`config.mk`:
```
export PLATFORM = sky130hd
export DESIGN_NAME = sensor_adc_seq
export DESIGN_NICKNAME = d
export VERILOG_FILES = /design/src/rtl/rfid_sensor_pkg.sv /design/src/rtl/adc_serial_rx.sv /design/src/rtl/sensor_adc_seq.sv
export SDC_FILE = /design/constraint.sdc
export NUM_CORES = 1
export LEC_CHECK = 0
export BUFFER_PORTS_ARGS = -buffer_cell sky130_fd_sc_hd__buf_2
export CORE_ASPECT_RATIO = 1.25
export CORE_MARGIN = 5
export CORE_UTILIZATION = 25
export CTS_BUF_LIST = sky130_fd_sc_hd__clkbuf_8
export DETAILED_ROUTE_END_ITERATION = 8
export SETUP_SLACK_MARGIN = 0.3
export SLEW_MARGIN = 20
export SYNTH_ARGS = -nofsm -noshare
export SYNTH_HDL_FRONTEND = slang
export SYNTH_HIERARCHICAL = 1
export SYNTH_SLANG_ARGS = --single-unit
```
`constraint.sdc`:
```
create_clock -name clk -period 2.1 [get_ports clk]
set_input_delay 0.105 -clock clk [delete_from_list [all_inputs] [get_ports clk]]
set_output_delay 0.105 -clock clk [all_outputs]
set_load 0.005 [all_outputs]
```
`src/rtl/rfid_sensor_pkg.sv`:
```
`default_nettype none
// +--------------------------------------------------------------------+
// | rfid_sensor_pkg                                                    |
// | Shared types and constants for the sensor ADC sequencer.           |
// | Rev 1.0                                                            |
// +--------------------------------------------------------------------+
package rfid_sensor_pkg;

   localparam int SENSOR_CNT = 3;
   localparam int DATA_W_DEF = 8;

   localparam logic [1:0] SENS_TEMP  = 2'd0;
   localparam logic [1:0] SENS_LIGHT = 2'd1;
   localparam logic [1:0] SENS_PRESS = 2'd2;

   typedef enum logic [2:0] {
      ST_IDLE     = 3'd0,
      ST_SELECT   = 3'd1,
      ST_START    = 3'd2,
      ST_WAIT_EOC = 3'd3,
      ST_SHIFT    = 3'd4,
      ST_EMIT     = 3'd5,
      ST_DONE     = 3'd6
   } state_t;

endpackage
`default_nettype wire

```
`src/rtl/adc_serial_rx.sv`:
```
`default_nettype none
// +--------------------------------------------------------------------+
// | adc_serial_rx                                                      |
// | Serial ADC clock generator and MSB-first shift register.           |
// | Rev 1.0                                                            |
// +--------------------------------------------------------------------+
module adc_serial_rx #(
   parameter int DATA_W    = 8,
   parameter int SCLK_HALF = 2
) (
   input  logic              clk,
   input  logic              reset,
   input  logic              go,
   input  logic              sdo,
   output logic              sclk,
   output logic [DATA_W-1:0] data,
   output logic              done
);

   localparam int                DIV_W     = (SCLK_HALF > 1) ? $clog2(SCLK_HALF) : 1;
   localparam logic [DIV_W-1:0]  DIV_LAST  = DIV_W'(SCLK_HALF - 1);
   localparam int                RISE_W    = $clog2(DATA_W + 1);
   localparam logic [RISE_W-1:0] RISE_LAST = RISE_W'(DATA_W);

   logic              r_active;
   logic [DIV_W-1:0]  r_div;
   logic [RISE_W-1:0] r_rises;
   logic              w_tick;

   assign w_tick = r_active && (r_div >= DIV_LAST);
   // Final falling toggle after the last rising edge ends the transfer.
   assign done   = w_tick && sclk && (r_rises >= RISE_LAST);

   always_ff @(posedge clk or negedge reset) begin
      if (!reset) begin
         r_active <= 1'b0;
         r_div    <= '0;
         r_rises  <= '0;
         sclk     <= 1'b0;
         data     <= '0;
      end else if (go) begin
         r_active <= 1'b1;
         r_div    <= '0;
         r_rises  <= '0;
         sclk     <= 1'b0;
      end else if (w_tick) begin
         r_div <= '0;
         sclk  <= ~sclk;
         if (!sclk) begin
            data    <= {data[DATA_W-2:0], sdo};
            r_rises <= r_rises + RISE_W'(1);
         end
         if (done)
            r_active <= 1'b0;
      end else if (r_active) begin
         r_div <= r_div + DIV_W'(1);
      end
   end

endmodule
`default_nettype wire

```
`src/rtl/sensor_adc_seq.sv`:
```
`default_nettype none
// +--------------------------------------------------------------------+
// | sensor_adc_seq                                                     |
// | Converts each flagged sensor on the serial ADC, one tagged word    |
// | per sensor, then a seq_done pulse.                                 |
// | Rev 1.0                                                            |
// +--------------------------------------------------------------------+
module sensor_adc_seq
   import rfid_sensor_pkg::*;
#(
   parameter int DATA_W      = DATA_W_DEF,
   parameter int SCLK_HALF   = 2,
   parameter int SETTLE_CYC  = 16,
   parameter int EOC_TIMEOUT = 255
) (
   input  logic                  clk,
   input  logic                  reset,
   input  logic                  sample_req,
   input  logic [SENSOR_CNT-1:0] senscode,
   input  logic                  adc_eoc,
   input  logic                  adc_sdo,
   output logic [1:0]            adc_mux,
   output logic                  adc_start,
   output logic                  adc_cs_n,
   output logic                  adc_sclk,
   output logic [DATA_W-1:0]     ADC_data,
   output logic                  ADC_data_ready,
   output logic [1:0]            adc_sensor_id,
   output logic                  adc_timeout,
   output logic                  busy,
   output logic                  seq_done
);

   localparam int SHIFT_CYC = 2 * SCLK_HALF * DATA_W;
   localparam int CNT_MAX   = (SETTLE_CYC > EOC_TIMEOUT)
                              ? ((SETTLE_CYC > SHIFT_CYC) ? SETTLE_CYC : SHIFT_CYC)
                              : ((EOC_TIMEOUT > SHIFT_CYC) ? EOC_TIMEOUT : SHIFT_CYC);
   localparam int               CNT_W       = $clog2(CNT_MAX + 1);
   localparam logic [CNT_W-1:0] SETTLE_LAST = CNT_W'(SETTLE_CYC - 1);
   localparam logic [CNT_W-1:0] EOC_LAST    = CNT_W'(EOC_TIMEOUT - 1);

   state_t                r_state;
   logic [SENSOR_CNT-1:0] r_pend;
   logic [SENSOR_CNT-1:0] w_pend_clr;
   logic [CNT_W-1:0]      r_cnt;
   logic                  r_timeout_flag;
   logic                  w_rx_go;
   logic                  w_rx_done;
   logic [DATA_W-1:0]     w_rx_data;

   function automatic logic [1:0] lowest_set(input logic [SENSOR_CNT-1:0] mask);
      logic [1:0] idx;
      idx = SENS_TEMP;
      if (mask[2]) idx = SENS_PRESS;
      if (mask[1]) idx = SENS_LIGHT;
      if (mask[0]) idx = SENS_TEMP;
      return idx;
   endfunction

   assign w_pend_clr = r_pend & ~(SENSOR_CNT'(1) << adc_mux);
   assign w_rx_go    = (r_state == ST_WAIT_EOC) && adc_eoc;

   adc_serial_rx #(
      .DATA_W    (DATA_W),
      .SCLK_HALF (SCLK_HALF)
   ) u_rx (
      .clk   (clk),
      .reset (reset),
      .go    (w_rx_go),
      .sdo   (adc_sdo),
      .sclk  (adc_sclk),
      .data  (w_rx_data),
      .done  (w_rx_done)
   );

   // adc_mux is loaded on entry to SELECT so the full settle window sees it.
   always_ff @(posedge clk or negedge reset) begin
      if (!reset) begin
         r_state        <= ST_IDLE;
         r_pend         <= '0;
         r_cnt          <= '0;
         r_timeout_flag <= 1'b0;
         adc_mux        <= 2'd0;
         adc_start      <= 1'b0;
         adc_cs_n       <= 1'b1;
         ADC_data       <= '0;
         ADC_data_ready <= 1'b0;
         adc_sensor_id  <= 2'd0;
         adc_timeout    <= 1'b0;
         busy           <= 1'b0;
         seq_done       <= 1'b0;
      end else begin
         adc_start      <= 1'b0;
         ADC_data_ready <= 1'b0;
         adc_timeout    <= 1'b0;
         seq_done       <= 1'b0;
         case (r_state)
            ST_IDLE: begin
               if (sample_req) begin
                  r_pend  <= senscode;
                  busy    <= 1'b1;
                  r_cnt   <= '0;
                  adc_mux <= lowest_set(senscode);
                  if (senscode == '0)
                     r_state <= ST_DONE;
                  else
                     r_state <= ST_SELECT;
               end
            end
            ST_SELECT: begin
               if (r_cnt >= SETTLE_LAST) begin
                  r_cnt     <= '0;
                  adc_start <= 1'b1;
                  adc_cs_n  <= 1'b0;
                  r_state   <= ST_START;
               end else begin
                  r_cnt <= r_cnt + CNT_W'(1);
               end
            end
            ST_START: begin
               r_cnt          <= '0;
               r_timeout_flag <= 1'b0;
               r_state        <= ST_WAIT_EOC;
            end
            ST_WAIT_EOC: begin
               if (adc_eoc) begin
                  r_state <= ST_SHIFT;
               end else if (r_cnt >= EOC_LAST) begin
                  r_timeout_flag <= 1'b1;
                  r_state        <= ST_EMIT;
               end else begin
                  r_cnt <= r_cnt + CNT_W'(1);
               end
            end
            ST_SHIFT: begin
               if (w_rx_done)
                  r_state <= ST_EMIT;
            end
            ST_EMIT: begin
               ADC_data       <= r_timeout_flag ? '0 : w_rx_data;
               ADC_data_ready <= 1'b1;
               adc_sensor_id  <= adc_mux;
               adc_timeout    <= r_timeout_flag;
               adc_cs_n       <= 1'b1;
               r_pend         <= w_pend_clr;
               r_cnt          <= '0;
               if (w_pend_clr != '0) begin
                  adc_mux <= lowest_set(w_pend_clr);
                  r_state <= ST_SELECT;
               end else begin
                  r_state <= ST_DONE;
               end
            end
            ST_DONE: begin
               seq_done <= 1'b1;
               busy     <= 1'b0;
               r_state  <= ST_IDLE;
            end
            default: r_state <= ST_IDLE;
         endcase
      end
   end

endmodule
`default_nettype wire

```
== Word level (Yosys, flattened, before mapping) ==
Index checks and enable logic that the tools add are counted.

* Register bits after elaboration: 48

* $add $sub $neg: 3
* Magnitude comparators: 4
* Equal/unequal tests: 15
* Shift-type cells: 1
* Multiplexer cells: 48
* Bitwise operators: 4
* Reduce and logical (&&, ||, !) cells: 26

{| class="wikitable"
|+ Operator list
! operator !! count
|-
| $mux 8 || 5
|-
| $pmux 8 s4 || 1
|-
| $mux 3 || 8
|-
| $pmux 3 s6 || 1
|-
| $mux 1 || 17
|-
| $mux 2 || 8
|-
| $mux 4 || 3
|-
| $reduce_bool 2->1 || 6
|-
| $ne 2x2->1 const B || 5
|-
| $reduce_and 2->1 || 5
|-
| $eq 3x3->1 const B || 3
|-
| $reduce_and 3->1 || 3
|-
| $add 8x1->8 const B || 1
|-
| $ge 8x4->1 const B || 1
|-
| $ge 8x8->1 const B || 1
|-
| $reduce_and 4->1 || 2
|-
| $eq 3x2->1 const B || 2
|-
| $logic_not 3->1 || 2
|-
| $ne 2x1->1 const B || 3
|-
| $pmux 1 s2 || 3
|-
| $pmux 3 s2 || 1
|-
| $reduce_bool 3->1 || 2
|-
| $add 4x1->4 const B || 1
|-
| $ge 4x4->1 const B || 1
|-
| 12 further kinds || 16
|}

== Longest topological paths before layout ==
Gate-level depths: netlist of run 1.

* Depth after elaboration: 8
* Mapped depth: 8
* Mapped depth without buffers: 7

== By module ==
The synthesis of run 1 kept the hierarchy.

{| class="wikitable"
|+ Modules (own cells, without submodules)
! module !! times used !! cells an instance !! area an instance (um^2) !! seq. area each (um^2)
|-
| sensor_adc_seq || 1 || 199 || 1747.9 || 827.0
|-
| adc_serial_rx || 1 || 50 || 638.1 || 375.4
|}

== Worst setup path after synthesis of run 1 ==
Ideal clock, no wire load.

* Path type: register -> register
* Start: register r_state[0]
* End: register u_rx.data[0]
* Library setup time: 0.125 ns
* Arrival time: 1.736 ns
* Path slack: 0.240 ns
* Stages on the path, launching flop included: 8
* Path buffers: 2
* Clock period less this slack: 1.860 ns
* Cells stage by stage: dfrtp_1 buf_6 nor2b_1 nand2_1 nor2_1 clkbuf_1 nor3_4 mux2_2

* Word-level cells in the longest chain between the ends: 4

{| class="wikitable"
|+ Ends and longest elaborated chain
! what !! RTL line !! RTL
|-
| start: declaration || sensor_adc_seq.sv:42 || <nowiki>state_t r_state;</nowiki>
|-
| start signal: assignment || sensor_adc_seq.sv:79 || <nowiki>r_state <= ST_IDLE;</nowiki>
|-
| start signal: assignment || sensor_adc_seq.sv:105 || <nowiki>r_state <= ST_DONE;</nowiki>
|-
| start signal: assignment || sensor_adc_seq.sv:107 || <nowiki>r_state <= ST_SELECT;</nowiki>
|-
| $eq 3x2->1 || sensor_adc_seq.sv:61 || <nowiki>assign w_rx_go = (r_state == ST_WAIT_EOC) && adc_eoc;</nowiki>
|-
| $logic_and 1x1->1 || sensor_adc_seq.sv:61 ||
|-
| net w_rx_go || sensor_adc_seq.sv:47 || <nowiki>logic w_rx_go;</nowiki>
|-
| $not 1->1 (no source line) || n/a ||
|-
| $reduce_and 3->1 (no source line) || n/a ||
|-
| end signal: assignment || adc_serial_rx.sv:50 || <nowiki>data <= {data[DATA_W-2:0], sdo};</nowiki>
|-
| end: declaration || adc_serial_rx.sv:16 || <nowiki>output logic [DATA_W-1:0] data,</nowiki>
|}

The timed path passes the listed nets, and every way through them passes these cells.
A chain may end at the register's enable or synchronous reset.

== Final worst setup path of run 1 ==
* Start: register r_state[0]
* End: register r_cnt[4]

* Word-level cells in the longest chain between the ends: 4
* Elaborated cells between the ends (all ways): 12

{| class="wikitable"
|+ Ends and longest elaborated chain
! what !! RTL line !! RTL
|-
| $eq 3x3->1 or $eq 3x2->1 (tied branches) || sensor_adc_seq.sv:97 || <nowiki>case (r_state)</nowiki>
|-
| $reduce_or 2->1 (no source line) || n/a ||
|-
| $reduce_bool 4->1 (no source line) || n/a ||
|-
| $reduce_and 4->1 (no source line) || n/a ||
|-
| end signal: assignment || sensor_adc_seq.sv:117 || <nowiki>r_cnt <= r_cnt + CNT_W'(1);</nowiki>
|-
| end signal: assignment || sensor_adc_seq.sv:132 || <nowiki>r_cnt <= r_cnt + CNT_W'(1);</nowiki>
|-
| end: declaration || sensor_adc_seq.sv:45 || <nowiki>logic [CNT_W-1:0] r_cnt;</nowiki>
|}

Parallel ways exist; a longest one is shown, timed or not.

==> out/metrics.cfg, run 1 <==
[routing]
viasPerCell = 4.510
routed_wl_um = 5162
drtIter0Drc = 149
routedWlPerCell_um = 12.53
vias = 1858
drtPass1Iterations = 4
drc = 0
drtAntennaViolNets = 0

[timing]
relSlewSlack_pct = 64.31
tns_ps = 0
finalHoldViolations = 0
finalCritPeriodShare_pct = 82.19
rsz0062_at_grt = true
setup_viol = 0
holdWs_ps = 53.02
min_period_ps = 1726
worstMarginPinSlew_ps = 535.3
slew_viol_final = 0
skew_ps = 6.065
max_freq_ghz = 0.5794

[setup_path]
cp-start-kind = register
cpPeakStageDelay_ps = 420
required_ps = 2350
arrival_ps = 1970
crit_buf_inv = 1
worst-setup-path-type = register to register
slowest_stage = dfrtp_2
cp_max_fo = 15
path_delay_family = simple AND/OR/NAND/NOR gates
end_kind = register
path_cells = buf_6 -> nor3_1 -> a211oi_2 -> o21ai_4 -> or4_1 -> nand2_1

[clock_network]
root_buffer = clkbuf_8
htreeDepth = 2
clk_latency_ps = 310
clock-sinks = 48
cts.path.max_buffers = 2
tritoncts = yes
cts_buffers = 5
clk_pin_slew_ps = 90

[synthesis]
synth_seq_cells = 48
synth_area_leaders = dfrtp_1 (49%), nand2_1 (6.9%), o21ai_0 (5.0%)
netlist.area_leader.share_pct = 49.29
synth.distinct_cells = 44
synth-edff-count = 0
synth_area_um2 = 2386
ys_warn_count = 6
yosys-top-cells-count = dfrtp_1 (47), nand2_1 (44), o21ai_0 (24), nor2_1 (21)
synth_most_common_cell = dfrtp_1
synth_nets = 261
ys.flop_type = dfrtp_1
syn_avg_cell_area_um2 = 9.582
yosys.area.top_type = dfrtp_1
ys_async_sr_fraction_pct = 100.0
syn_inst = 249
yosysSeqAreaShare_pct = 50.39

[die]
core_um2 = 9223
rows = 39
ios = 27
die-area_um2 = 11610
dieHeight_um = 119.2
start_util_pct = 25.87
die_w_um = 97.38

[power_and_ir_drop]
peakVddDrop_uv = 560.2
p_switching_uw = 1549
combPwrFrac_pct = 44.5
p_int_uw = 2410
pwr-share-clk_pct = 14.8
seqPwrFrac_pct = 40.7
powerDensity_nw_per_um2 = 1376
leakagePower_uw = 0.001346
p_sw_share_pct = 39.13

[grt]
grt_max_degree = 24
grt_usage_pct = 9.052
grt_overflow = 0
grt_pass1_vias = 1815
grt_pass1_wl_um = 8776
antenna_found_initial = 0

[cells_and_area]
num-nets-final = 300
fillers = 961
n_antenna_cell = 0
drive_gt1_share_pct = 26.30
regArea_um2 = 1206
areaGrowthSynthToFinish_pct = 20.56
multi_input_area_um2 = 1126
postLayoutCellArea_um2 = 2877
fin_util_pct = 31.19

[placement]
gp_congestion = 0.8433
place.port_buffers = 26
dp.final_hpwl_um = 3709
dpl_cell_area_um2 = 2675

[min_path]
hp-class = input pin to register

[run]
drv_cap = 0

[status]
outcome = finished clean

-- placed cells by master (no fill, tap or decap), drive strengths merged --
cell / netlist / routed
a41o: 1 / 1
mux2i: 2 / 2
nor4: 3 / 3
clkbuf: 5 / 6
nand2: 44 / 44
a211oi: 3 / 3
nor2: 21 / 21
a21o: 1 / 1
and3: 5 / 5
nor3b: 2 / 2
mux2: 10 / 10
o21bai: 1 / 1
o32a: 1 / 1
nor3: 5 / 5
dfrtp: 47 / 47
o22ai: 1 / 1
o211ai: 2 / 2
xor2: 2 / 2
nand4b: 2 / 2
dfstp: 1 / 1
nand2b: 7 / 7
a21oi: 10 / 10
inv: 8 / 9
nand3: 8 / 8
xnor2: 2 / 2
ha: 4 / 4
o31ai: 4 / 4
nand3b: 2 / 2
clkinv: 1 / 2
a22oi: 1 / 1
a22o: 3 / 3
or3: 2 / 2
nor2b: 4 / 4
dlygate4sd3: 0 / 1
and2: 1 / 1
buf: 5 / 41
o22a: 2 / 2
or4: 1 / 1
o21ai: 25 / 25
-- per-layer routing --
metal	wire (um)	track usage [%]	vias to the layer above
li1	-	-	940
met1	2278	10.90	891
met2	2670	15.52	19
met3	122	2.047	8
met4	91	3.810	0
met5	0	0	-
-- power groups by stage --
stage | combinational [uW] | clock (uW) | sequential, uW
2_1_floorplan | 1250 | 0 | 1520
5_1_grt | 1990 | 653 | 1670
3_5_place_dp | 1580 | 0 | 1630
3_3_place_gp | 1550 | 0 | 1620
6_report | 1760 | 586 | 1610
4_1_cts | 1650 | 617 | 1610
-- area by class of cell --
cell class | count | area share (%)
Clock buffer | 6 | 2.871
Clock inverter | 2 | 0.4785
Inverter | 9 | 1.174
Multi-Input combinational cell | 182 | 39.15
Sequential cell | 48 | 41.93
Tap cell | 123 | 5.350
Timing Repair Buffer | 42 | 9.047
-- through the flow --
step | setup WS, ps | instances | total power, uW
6_report | 374.0 | 412 | 3959
5_1_grt | 291.2 | 412 | 4312
4_1_cts | 298.5 | 408 | 3877
3_5_place_dp | 217.6 | 397 | 3208
3_3_place_gp | 247.9 | 397 | 3166
2_1_floorplan | 308.8 | 249 | 2764
-- flip-flops by register name (all words and copies together), names as in the netlist, 2 cells and up --
name and flops:
u_rx/r_rises 4, u_rx/data 8, r_pend 3, ADC_data 8
adc_mux 2, adc_sensor_id 2, r_state 3, r_cnt 8
-- logic make-up (layout without fill, tap and decap cells) --
kind of cell / count (synthesis) / after routing / share of synthesized area [%]
buffers and inverters: 19 / 59 / 4.038
AND/OR/NAND/NOR: 107 / 107 / 22.02
multiplexers: 12 / 12 / 5.559
XOR/XNOR: 4 / 4 / 1.469
adder cells (fa/ha/maj): 4 / 4 / 2.098
flip-flops: 48 / 48 / 50.39
AO/OA/AOI/OAI: 55 / 55 / 14.42
-- final timing paths --
kind,startpoint,end,slack [ps],cells past startpoint
min in group asynchronous,reset,u_rx/r_rises[1]$_DFFE_PN0P_,310,2
worst min-delay path,adc_sdo,u_rx/data[0]$_DFFE_PN0P_,50,2
worst max register to register,r_state[0]$_DFFE_PN0P_,r_cnt[4]$_DFFE_PN0P_,370,6
max in group asynchronous,reset,adc_mux[1]$_DFFE_PN0P_,1190,3
worst max-delay path,r_state[0]$_DFFE_PN0P_,r_cnt[4]$_DFFE_PN0P_,370,6
worst min register to register,adc_cs_n$_DFFE_PN1P_,adc_cs_n$_DFFE_PN1P_,470,2
-- what timing repair did --
item | 4_1_cts | 5_1_grt
pin swaps | 1 | 3
hold buffers | 1 | 0
hold endpoints to repair | 20 | 0
setup endpoints to repair | 16 | 20
setup buffers | 2 | 4
gates resized for setup | 4 | 11
Note: power is estimated with default switching activity, not from simulation.
==> run 2, diff against run 1 <==
==> constraint.sdc (replaced) <==
create_clock -name clk -period 1.55 [get_ports clk]
set_input_delay 0.0775 -clock clk [delete_from_list [all_inputs] [get_ports clk]]
set_output_delay 0.0775 -clock clk [all_outputs]
set_load 0.005 [all_outputs]
==> out/metrics.cfg, run 2 (synthesized netlist as in run 1, its figures left out) <==
[setup_path]
crit_buf_inv = 2
worst-r2r-setup-slack_ps = -140
cp_max_fo = 6
path_cells = buf_6 -> buf_4 -> nand4b_1 -> o211ai_1 -> nor2_1 -> o21ai_1 -> o31ai_2
r2r_cells = 7
end_kind = register
timing.rr.start = r_state[1]$_DFFE_PN0P_
arrival_ps = 1900
cpPeakStageDelay_ps = 480
worst-setup-path-type = register to register
path_delay_family = compound AO/OA/AOI/OAI gates
cp-start-kind = register
reg2reg_to = r_cnt[3]$_DFFE_PN0P_
slowest_stage = dfrtp_2
required_ps = 1750

[timing]
slew_viol_final = 0
finalHoldViolations = 0
setup_ws_ps = -142.6
worstMarginPinSlew_ps = 494.1
finalCritPeriodShare_pct = 109.2
setup_viol = 14
relSlewSlack_pct = 66.91
max_freq_ghz = 0.5908
rsz0062_at_grt = true
min_period_ps = 1693
skew_ps = 9.583

[routing]
viasPerCell = 4.652
drtAntennaViolNets = 0
routed_wl_um = 6356
drtPass1Iterations = 4
vias = 2154
routedWlPerCell_um = 13.73
drc = 0
drtIter0Drc = 81

[clock_network]
cts_buffers = 5
clk_pin_slew_ps = 100
htreeDepth = 2
tritoncts = yes
cts.path.max_buffers = 2
clk_latency_ps = 310
root_buffer = clkbuf_8
clock-sinks = 48

[placement]
dpl_cell_area_um2 = 3048
pre_cts_slack_ps = -251.7
placedCellCount = 432
place.port_buffers = 26
gp_congestion = 0.8243
dp.final_hpwl_um = 4170

[grt]
antenna_found_initial = 0
grt_overflow = 0
grtUsageMet1_pct = 11.81
grt_use_met2_pct = 19.98
busiest_layer = met2
grt_pass1_vias = 2240
grt_pass1_wl_um = 10390
grt_max_degree = 38
grt_util_met3_pct = 2.865
grt_usage_pct = 10.70

[min_path]
hp-class = input pin to register
worstHoldStart = senscode[2]
worst_hold_path.endpoint = r_pend[2]$_DFFE_PN0P_
hold_depth = 2

[die]
start_util_pct = 25.87
die_w_um = 97.38
core_um2 = 9223
dieHeight_um = 119.2
die-area_um2 = 11610
ios = 27
rows = 39

[power_and_ir_drop]
power_uw = 7690
combPwrFrac_pct = 56.9
peakVddDrop_uv = 659.2
p_switching_uw = 2925
powerDensity_nw_per_um2 = 2023
p_int_uw = 4765
leakagePower_uw = 0.001773
p_sw_share_pct = 38.03
seqPwrFrac_pct = 28.5
pwr-share-clk_pct = 14.5

[cells_and_area]
fillers = 887
largest_registers = ADC_data: 8 flops, r_cnt: 8 flops, u_rx/data: 8 flops
finalNonFillerCells = 463
n_antenna_cell = 0
final_common_cell = dfrtp_1
areaGrowthSynthToFinish_pct = 59.31
fin_util_pct = 41.22
postLayoutCellArea_um2 = 3801
drive_gt1_share_pct = 52.35
layout_common_cells = dfrtp_1 (43), buf_4 (42), nand2_1 (29)
num-nets-final = 351

[status]
outcome = complete, but fails checks
violations = setup timing

[run]
drv_cap = 0

## run 2: final cells by class
type	instances	area, um^2	area share (%)
inverters	9	36.28	0.9546
flip-flops and latches	48	1207	31.76
well taps	123	153.9	4.049
clock inverters	3	68.82	1.810
repair buffers	93	773.2	20.34
multi-input cells	182	1493	39.27
clock buffers	5	68.82	1.810
## run 2: worst max-delay path by stage
| stage | start | to | slack, ps | cells past startpoint |
|---|---|---|---|---|
| floorplan | r_state[0]$_DFFE_PN0P_ | u_rx/data[0]$_DFFE_PN0P_ | -120 | 7 |
| global placement | r_cnt[0]$_DFFE_PN0P_ | r_cnt[3]$_DFFE_PN0P_ | -180 | 7 |
| detailed placement | r_cnt[0]$_DFFE_PN0P_ | r_cnt[2]$_DFFE_PN0P_ | -250 | 7 |
| CTS | r_cnt[0]$_DFFE_PN0P_ | r_state[2]$_DFFE_PN0P_ | -130 | 8 |
| global route | r_state[1]$_DFFE_PN0P_ | r_cnt[3]$_DFFE_PN0P_ | -220 | 7 |
| finish | r_state[1]$_DFFE_PN0P_ | r_cnt[3]$_DFFE_PN0P_ | -140 | 7 |
## run 2: what timing repair did
item	4_1_cts	5_1_grt
buffers inserted	15	4
setup endpoints to repair	41	46
hold buffers	2	0
gates cloned	0	2
pin swaps	11	12
gates resized for setup	69	46
endpoints found under the hold margin	48	0
## run 2: metal layers
| metal | wire, um | part of all wire [%] |
|---|---|---|
| met3 | 262 | 4.1 |
| met1 | 2604 | 41 |
| met4 | 72 | 1.1 |
| met5 | 0 | 0 |
| met2 | 3417 | 54 |
## run 2: power groups by stage
stage               Combinational (uW)  Clock (uW)  Sequential (uW)
floorplan                         1960           0             2090
global placement                  2960           0             2140
detailed placement                3020           0             2150
CTS                               3860        1160             2170
global route                      4740        1210             2280
finish                            4380        1120             2200
## run 2: stage by stage
stage	hold slack, ps	setup TNS [ps]
2_1_floorplan	-218.1	-921.4
3_3_place_gp	-10.88	-1686
3_5_place_dp	-8.809	-2182
4_1_cts	65.01	-1075
5_1_grt	75.50	-2563
6_report	75.10	-1253
